<file path="src/rtl/array_min_scanner_pkg.sv">
// ============================================================================
// Module      : array_min_scanner_pkg
// Description : Shared state encoding and constants for the array-minimum scanner.
// Revision    : 1.0 - initial release
// ============================================================================
`default_nettype none

package array_min_scanner_pkg;

  typedef enum logic [2:0] {
    IDLE    = 3'd0,
    FIRST   = 3'd1,
    SCAN    = 3'd2,
    WR_VAL  = 3'd3,
    WR_IDX  = 3'd4,
    WR_MAXV = 3'd5,
    WR_MAXI = 3'd6,
    DONE    = 3'd7
  } state_t;

  localparam int          WORD_BYTES       = 4;
  localparam logic [31:0] RES_ADDR_DEFAULT = 32'd2000;

endpackage

`default_nettype wire

</file>
<file path="src/rtl/minmax_update.sv">
// ============================================================================
// Module      : minmax_update
// Description : Registered signed compare-and-select of {value, index};
//               FIND_MAX selects greater-than instead of less-than.
// Revision    : 1.0 - initial release
// ============================================================================
`default_nettype none

module minmax_update #(
  parameter int DATA_W   = 32,
  parameter int IDX_W    = 16,
  parameter bit FIND_MAX = 1'b0
) (
  input  logic              clk,
  input  logic              rst,
  input  logic              load,
  input  logic              update,
  input  logic [DATA_W-1:0] value,
  input  logic [IDX_W-1:0]  index,
  output logic [DATA_W-1:0] best_value,
  output logic [IDX_W-1:0]  best_index
);

  logic better;

  // Strict comparison so equal values keep the earliest index.
  always_comb begin
    better = 1'b0;
    if (FIND_MAX) better = $signed(value) > $signed(best_value);
    else          better = $signed(value) < $signed(best_value);
  end

  always_ff @(posedge clk or negedge rst) begin
    if (!rst) begin
      best_value <= '0;
      best_index <= '0;
    end else if (load || (update && better)) begin
      best_value <= value;
      best_index <= index;
    end
  end

endmodule

`default_nettype wire

</file>
<file path="src/rtl/array_min_scanner.sv">
// ============================================================================
// Module      : array_min_scanner
// Description : Memory-initiator that scans COUNT signed words for the minimum
//               and writes {value, index} to RES_ADDR / RES_ADDR+4.
//               Define ARRAY_MIN_SCANNER_MAX_EN to also track the maximum.
// Revision    : 1.0 - initial release
// ============================================================================
`default_nettype none

module array_min_scanner
  import array_min_scanner_pkg::*;
#(
  parameter int                DATA_W   = 32,
  parameter int                ADDR_W   = 32,
  parameter int                CNT_W    = 16,
  parameter logic [ADDR_W-1:0] RES_ADDR = ADDR_W'(RES_ADDR_DEFAULT)
) (
  input  logic              clk,
  input  logic              rst,
  input  logic              start,
  input  logic [ADDR_W-1:0] base_adr,
  input  logic [CNT_W-1:0]  count,
  input  logic [DATA_W-1:0] mem_out,
  output logic [ADDR_W-1:0] inst_data_adr,
  output logic [DATA_W-1:0] mem_data_in,
  output logic              mrd,
  output logic              mwr,
  output logic              busy,
  output logic              done,
  output logic [DATA_W-1:0] min_value,
  output logic [DATA_W-1:0] min_index
`ifdef ARRAY_MIN_SCANNER_MAX_EN
  ,
  output logic [DATA_W-1:0] max_value,
  output logic [DATA_W-1:0] max_index
`endif
);

  localparam logic [ADDR_W-1:0] STEP = ADDR_W'(WORD_BYTES);
`ifdef ARRAY_MIN_SCANNER_MAX_EN
  localparam state_t LAST_WR = WR_MAXI;
`else
  localparam state_t LAST_WR = WR_IDX;
`endif

  state_t            state;
  logic [ADDR_W-1:0] base_reg;
  logic [ADDR_W-1:0] adr_reg;
  logic [CNT_W-1:0]  cnt_reg;
  logic [CNT_W-1:0]  i_cnt;
  logic [DATA_W-1:0] min_v;
  logic [CNT_W-1:0]  min_i;
  logic              load_first;
  logic              scan_upd;

  assign load_first = (state == FIRST);
  assign scan_upd   = (state == SCAN);

  // i_cnt is 0 in FIRST, so the first element is tagged with index 0.
  minmax_update #(.DATA_W(DATA_W), .IDX_W(CNT_W), .FIND_MAX(1'b0)) u_min (
    .clk(clk), .rst(rst), .load(load_first), .update(scan_upd),
    .value(mem_out), .index(i_cnt), .best_value(min_v), .best_index(min_i)
  );

`ifdef ARRAY_MIN_SCANNER_MAX_EN
  logic [DATA_W-1:0] max_v;
  logic [CNT_W-1:0]  max_i;

  minmax_update #(.DATA_W(DATA_W), .IDX_W(CNT_W), .FIND_MAX(1'b1)) u_max (
    .clk(clk), .rst(rst), .load(load_first), .update(scan_upd),
    .value(mem_out), .index(i_cnt), .best_value(max_v), .best_index(max_i)
  );
`endif

  always_ff @(posedge clk or negedge rst) begin
    if (!rst) begin
      state     <= IDLE;
      base_reg  <= '0;
      adr_reg   <= '0;
      cnt_reg   <= '0;
      i_cnt     <= '0;
      min_value <= '0;
      min_index <= '0;
`ifdef ARRAY_MIN_SCANNER_MAX_EN
      max_value <= '0;
      max_index <= '0;
`endif
    end else begin
      // Result outputs change only after a real scan, so count==0 keeps them.
      if (state == LAST_WR) begin
        min_value <= min_v;
        min_index <= {{(DATA_W-CNT_W){1'b0}}, min_i};
`ifdef ARRAY_MIN_SCANNER_MAX_EN
        max_value <= max_v;
        max_index <= {{(DATA_W-CNT_W){1'b0}}, max_i};
`endif
      end
      case (state)
        IDLE: begin
          if (start) begin
            base_reg <= base_adr;
            cnt_reg  <= count;
            i_cnt    <= '0;
            state    <= (count == '0) ? DONE : FIRST;
          end
        end
        FIRST: begin
          i_cnt   <= CNT_W'(1);
          adr_reg <= base_reg + STEP;
          state   <= (cnt_reg > CNT_W'(1)) ? SCAN : WR_VAL;
        end
        SCAN: begin
          i_cnt   <= i_cnt + CNT_W'(1);
          adr_reg <= adr_reg + STEP;
          if (i_cnt == cnt_reg - CNT_W'(1)) state <= WR_VAL;
        end
        WR_VAL:  state <= WR_IDX;
`ifdef ARRAY_MIN_SCANNER_MAX_EN
        WR_IDX:  state <= WR_MAXV;
        WR_MAXV: state <= WR_MAXI;
        WR_MAXI: state <= DONE;
`else
        WR_IDX:  state <= DONE;
`endif
        DONE:    state <= IDLE;
        default: state <= IDLE;
      endcase
    end
  end

  // Bus signals are pure state decodes so reset removes them immediately.
  always_comb begin
    mrd           = 1'b0;
    mwr           = 1'b0;
    inst_data_adr = '0;
    mem_data_in   = '0;
    case (state)
      FIRST: begin
        mrd           = 1'b1;
        inst_data_adr = base_reg;
      end
      SCAN: begin
        mrd           = 1'b1;
        inst_data_adr = adr_reg;
      end
      WR_VAL: begin
        mwr           = 1'b1;
        inst_data_adr = RES_ADDR;
        mem_data_in   = min_v;
      end
      WR_IDX: begin
        mwr           = 1'b1;
        inst_data_adr = RES_ADDR + STEP;
        mem_data_in   = {{(DATA_W-CNT_W){1'b0}}, min_i};
      end
`ifdef ARRAY_MIN_SCANNER_MAX_EN
      WR_MAXV: begin
        mwr           = 1'b1;
        inst_data_adr = RES_ADDR + ADDR_W'(2 * WORD_BYTES);
        mem_data_in   = max_v;
      end
      WR_MAXI: begin
        mwr           = 1'b1;
        inst_data_adr = RES_ADDR + ADDR_W'(3 * WORD_BYTES);
        mem_data_in   = {{(DATA_W-CNT_W){1'b0}}, max_i};
      end
`endif
      default: ;
    endcase
  end

  assign busy = (state != IDLE);
  assign done = (state == DONE);

endmodule

`default_nettype wire

</file>
<file path="config.mk">
export PLATFORM = sky130hd
export DESIGN_NAME = array_min_scanner
export DESIGN_NICKNAME = d
export VERILOG_FILES = /design/src/rtl/array_min_scanner_pkg.sv /design/src/rtl/minmax_update.sv /design/src/rtl/array_min_scanner.sv
export SDC_FILE = /design/constraint.sdc
export NUM_CORES = 1
export LEC_CHECK = 0
export ABC_AREA = 0
export CORE_MARGIN = 1
export CORE_UTILIZATION = 48
export CTS_CLUSTER_DIAMETER = 50
export DETAILED_ROUTE_END_ITERATION = 8
export PLACE_DENSITY = 0.82
export SKIP_LAST_GASP = 1
export SYNTH_ARGS = -nofsm -noshare
export SYNTH_HDL_FRONTEND = slang
export SYNTH_SLANG_ARGS = --single-unit
</file>
<file path="constraint.sdc">
create_clock -name clk -period 4.64 [get_ports clk]
set_input_delay 0.928 -clock clk [delete_from_list [all_inputs] [get_ports clk]]
set_output_delay 0.928 -clock clk [all_outputs]
set_load 0.01 [all_outputs]
</file>
After elaboration in Yosys (flattened, before gate mapping):

Cells that the tools add are included.

* register bits: 195
* input port bits: 83
* output and inout port bits: 132
* word-level logic and storage cells: 47

* add/sub/neg operators: 4
* order comparisons: 2
* eq/ne operators: 8
* multiplexer cells: 12
* reductions and logical operators: 12

Operator list (number)
* $pmux W32 S2: 2
* $pmux W32 S4: 1
* $add A32 B3 Y32 const B: 2
* $pmux W16 S3: 1
* $lt A32 B32 Y1: 1
* $add A16 B1 Y16 const B: 1
* $eq A16 B16 Y1: 1
* $gt A16 B1 Y1 const B: 1
* $logic_not A16 Y1: 1
* $mux W16: 1
* $sub A16 B1 Y16 const B: 1
* $pmux W3 S5: 1
* $mux W3: 3
* $eq A3 B2 Y1 const B: 2
* $eq A3 B3 Y1 const B: 2
* $reduce_and A2 Y1: 3
* $reduce_bool A3 Y1: 2
* $ne A2 B2 Y1 const B: 2
* $reduce_or A2 Y1: 2
* $eq A3 B1 Y1 const B: 1
* $logic_not A3 Y1: 1
* $mux W1: 3
* $reduce_bool A2 Y1: 1
* $logic_and A1 B1 Y1: 1
* $logic_or A1 B1 Y1: 1

Longest topological paths before layout:

* word-level depth: 4
* depth in mapped cells: 16
* gate-level depth less buffers: 10

Hierarchy:

From an unflattened synthesis, not the netlist that was laid out.

* cells, all modules: 1559
* area, all modules: 12584.6 µm²

By module, submodules not included
* array_min_scanner: times used 1, cells each 1006, area an instance 8494.4 µm²
* minmax_update: times used 1, cells each 553, area an instance 4090.2 µm²

Worst setup path before layout:

Ideal clock, no wire load.

* kind: reg2reg
* start: register state[1]
* end: register adr_reg[26]
* data arrival time: 3766 ps
* data required time: 4536 ps
* path slack: 770 ps
* stages on the path, launching flop included: 17
* path buffers: 6
* period minus slack after synthesis: 3870 ps
* path through: dfrtp_1 -> buf_4 -> or3b_1 -> buf_6 -> clkbuf_1 -> buf_1 -> clkbuf_1 -> clkbuf_1 -> nand2_1 -> nand2_1 -> ha_1 -> nand4_1 -> or4_1 -> a211oi_4 -> nand3_1 -> a21o_1 -> a221oi_1

* longest elaborated chain between the ends: 2
* elaborated cells on any way between the ends: 4

Ends and longest elaborated chain
* start, declared: RTL line array_min_scanner.sv:46 `state_t state;`
* start signal, assigned: RTL line array_min_scanner.sv:104 `state <= (count == '0) ? DONE : FIRST;`
* start signal, assigned: RTL line array_min_scanner.sv:110 `state <= (cnt_reg > CNT_W'(1)) ? SCAN : WR_VAL;`
* $eq A3 B2 Y1 / $eq A3 B1 Y1 (equally long branches): RTL line array_min_scanner.sv:98 `case (state)`
* $pmux W32 S2 / $reduce_bool A2 Y1 (equally long branches)
* end signal, assigned: RTL line array_min_scanner.sv:109 `adr_reg <= base_reg + STEP;`
* end signal, assigned: RTL line array_min_scanner.sv:114 `adr_reg <= adr_reg + STEP;`
* end, declared: RTL line array_min_scanner.sv:48 `logic [ADDR_W-1:0] adr_reg;`

Parallel ways exist; a longest one is shown, timed or not.
A chain may end at the register's enable or synchronous reset.

Worst setup path after layout:

* start: register state[0]
* end: output port mem_data_in[2]

* longest elaborated chain between the ends: 2
* elaborated cells on any way between the ends: 3

Ends and longest elaborated chain
* $eq A3 B3 Y1 / $eq A3 B2 Y1 (equally long branches): RTL line array_min_scanner.sv:137 `case (state)`
* $pmux W32 S2 *: RTL line array_min_scanner.sv:137
* end, declared: RTL line array_min_scanner.sv:25 `output logic [DATA_W-1:0] mem_data_in,`

Every way passes the cells marked *; elsewhere a longest branch is shown, timed or not.

==> results.md <==
* TritonCTS buffer count at 17
* Worst-Margin Slew at 1.010 ns
* Net Sw Power at 4226 uW
* Crit Reg-Reg Startpoint: state[0]$_DFFE_PN0P_
* Yosys warnings at 0
* Flop2flop setup slack at 0.80 ns
* Final Critical Period at 4.071 ns
* Aggregate global routing overflow at 0
* MaxCap Viol Count at 0
* Std cell rows at 55
* Initial antenna violation count at 0
* Area grow syn2layout at 25.72%
* # resized after CTS at 0
* Post-route setup TNS at 0 ns
* Port bufs at 198
* Hold slack at 0.4770 ns
* CP arrival at 3.14 ns
* Final hold vios at 0
* CTS clk-pin slew, worst paths at 0.09 ns
* CP startpoint: state[0]$_DFFE_PN0P_
* Power per cell area at 707.9 nW/um^2
* Max_slew headroom at 32.54%
* Register area share after synthesis at 44.05%
* FF-to-FF End: adr_reg[28]$_DFFE_PN0P_
* Most frequent cells in the layout: nand2_1 (214), clkdlybuf4s50_1 (197), dfrtp_1 (195), mux2_2 (97), o21ai_0 (91)
* Power share of the clock group at 16.1%
* Drt via density at 5.854
* WS Path Type: register to output pin
* Die width at 153.9 um
* Core area at 22640 um^2
* Worst min path class: register to register
* Global-route usage over all layers at 26.26%
* RSZ-0062 raised after global routing: false
* Switching share of power at 42.87%
* Power Total at 9858 uW
* Final setup slack of the worst path at 0.5692 ns
* ANT nets after route at 0
* Post-synth EDFFs at 0
* Largest net degree at the start of global routing at 108
* Longest Clk Path Bufs at 2
* Async S/R FF share, synth at 100.0%
* Fin nets at 1493
* Clk Latency, worst-skew pair at 0.45 ns
* Reg power frac at 31.1%
* P_leak at 0.006227 uW
* Cts hold-fix bufs at 0
* Die Span Y at 153.9 um
* DRT Pass-1 Iters at 5
* Placed wire-length estimate at 21320 um
* Met1 WL at 12320 um
* Synth top area share at 44.05%
* Pint at 5632 uW
* Ports at 215
* FMAX at 0.2457 GHz
* Gate power share at 52.8%
* Sink Count at 195
* DRT Wirelength at 30500 um
* Fin. max-slew vios at 0
* Post-CTS Setup Bufs at 0
* WL met3 at 2102 um
* Die Area at 23690 um^2
* Mapped Cells at 1209
* Most common cell after layout, fill and taps aside: nand2_1
* Area leader, netlist: dfrtp_1
* Vias in the first global route at 9753
* Layout cell share with drive strength beyond 1 at 11.60%
* CTS tree: built
* Final setup vio count at 0
* WL/cell at 18.23 um
* First-pass GRT wire length at 49630 um
* Hold Crit Start: min_value[0]$_DFFE_PN0N_
* Final GP Congestion at 0.8956
* DRC viols at 0
* Peak VDD IR at 0.0003548 V
* DRT iter0 DRCs at 810
* Worst-path fanout max at 18
* DR top layer: met4
* Synth area leaders: dfrtp_1 (44%), mux2_2 (9.9%), nand2_1 (7.3%)
* CP required at 3.71 ns
* Antenna fix cells at 0
* Max Clock Skew at 0.01729 ns
* WHS Endpoint: min_value[0]$_DFFE_PN0N_
* FF-to-FF path depth at 10
* Top FF cell, synth: dfrtp_1
* Netlist cell types at 67
* Initial core utilization at 48.93%
* Critical Path Source Type: register
* Synthesized cell area at 11080 um^2
* Metal2 WL at 15260 um
* CTS root buf: clkbuf_16
* Crit end category: output pin
* Post-route clock period utilization at 87.73%
* Pre-CTS setup slack at 0.7071 ns
* Vias at 9794
* CTS H-Tree Depth at 4
* Synth Register Bits at 195
* Mean Syn Cell Area at 9.162 um^2
* Hold depth at 2
* Status: completed
==> cells by family (layout without fill, tap and decap cells) <==
kind of cell	after synthesis	count (layout)	share of synthesized area [%]
and+or+nand+nor	428	428	17.78
AOI/OAI and AO/OA	262	262	14.82
DFF	195	195	44.05
buffers and inverters	143	307	5.535
muxes	112	112	11.22
adders and majority gates	35	35	3.953
xor gates and xnor gates	33	33	2.609
other	1	16	0.03385
==> power by group through the flow <==
| stage | Combinational (uW) | Clock, uW | Sequential, uW |
|---|---|---|---|
| 2_1_floorplan | 3340 | 0 | 2880 |
| 3_3_place_gp | 5020 | 0 | 3040 |
| 3_5_place_dp | 5150 | 0 | 3080 |
| 4_1_cts | 5210 | 1620 | 3050 |
| 5_1_grt | 5690 | 1680 | 3170 |
| 6_report | 5210 | 1590 | 3060 |
==> synth_stat cells (3+ instances only) <==
master,count
o22ai_1,3
and3_1,9
buf_4,17
nand4_1,15
o21a_1,13
nor4_1,10
xnor2_1,15
o32ai_1,3
mux2i_1,15
and2_1,5
a221oi_1,14
nor2b_1,3
clkbuf_1,56
a211oi_1,3
xor2_1,18
mux2_2,97
a22o_1,5
a21o_1,11
o21ai_0,91
o31ai_1,4
dfrtp_1,195
a31oi_1,9
buf_1,8
buf_2,4
a21oi_1,67
ha_1,35
nor2_1,62
inv_1,56
a311oi_1,11
nor3_1,33
o211a_1,4
nand2_1,215
or3_1,4
o211ai_1,7
and4_1,8
nand3_1,36
or4_1,6
nand2b_1,6
==> per-stage QoR <==
stage	instances	cell area [um^2]	utilization [%]
after floorplan	1224	11130	-
after CTS	1673	13930	61.51
after global placement	1641	13280	58.64
after global routing	1673	13930	61.51
after detailed placement	1641	13280	58.64
final	1673	13930	61.51
==> area by class of cell <==
class	instances	area (um^2)
fill	1882	8715
tap	285	356.6
timing repair buffer	218	2161
clock buffer	17	425.4
multi-input combinational	886	5664
clock inverter	15	225.2
inverter	57	214.0
sequential	195	4880
==> how the worst max path moves through the flow <==
stage,end,cells after the start
after floorplan,adr_reg[26]$_DFFE_PN0P_,16
after global placement,u_min.best_index[12]$_DFFE_PN0P_,9
after global routing,mem_data_in[2],7
final,mem_data_in[2],7
after CTS,mem_data_in[2],7
after detailed placement,u_min.best_index[8]$_DFFE_PN0P_,9
==> worst max-delay path, cell delays in order, from the launching register on <==
cell,delay (ns)
dfrtp_1,0.71
buf_4,0.26
nand2_1,0.43
nor2_1,0.23
buf_4,0.25
nand2_1,0.13
nand2_1,0.09
clkdlybuf4s50_1,0.59
==> metal layers <==
metal  global-route usage (%)  up-vias
met5                        0        -
met4                    10.14        0
met2                    45.32      403
met1                    31.86     4762
met3                    5.947       66
li1                         -     4563
Power figures use the tool's default switching activity.
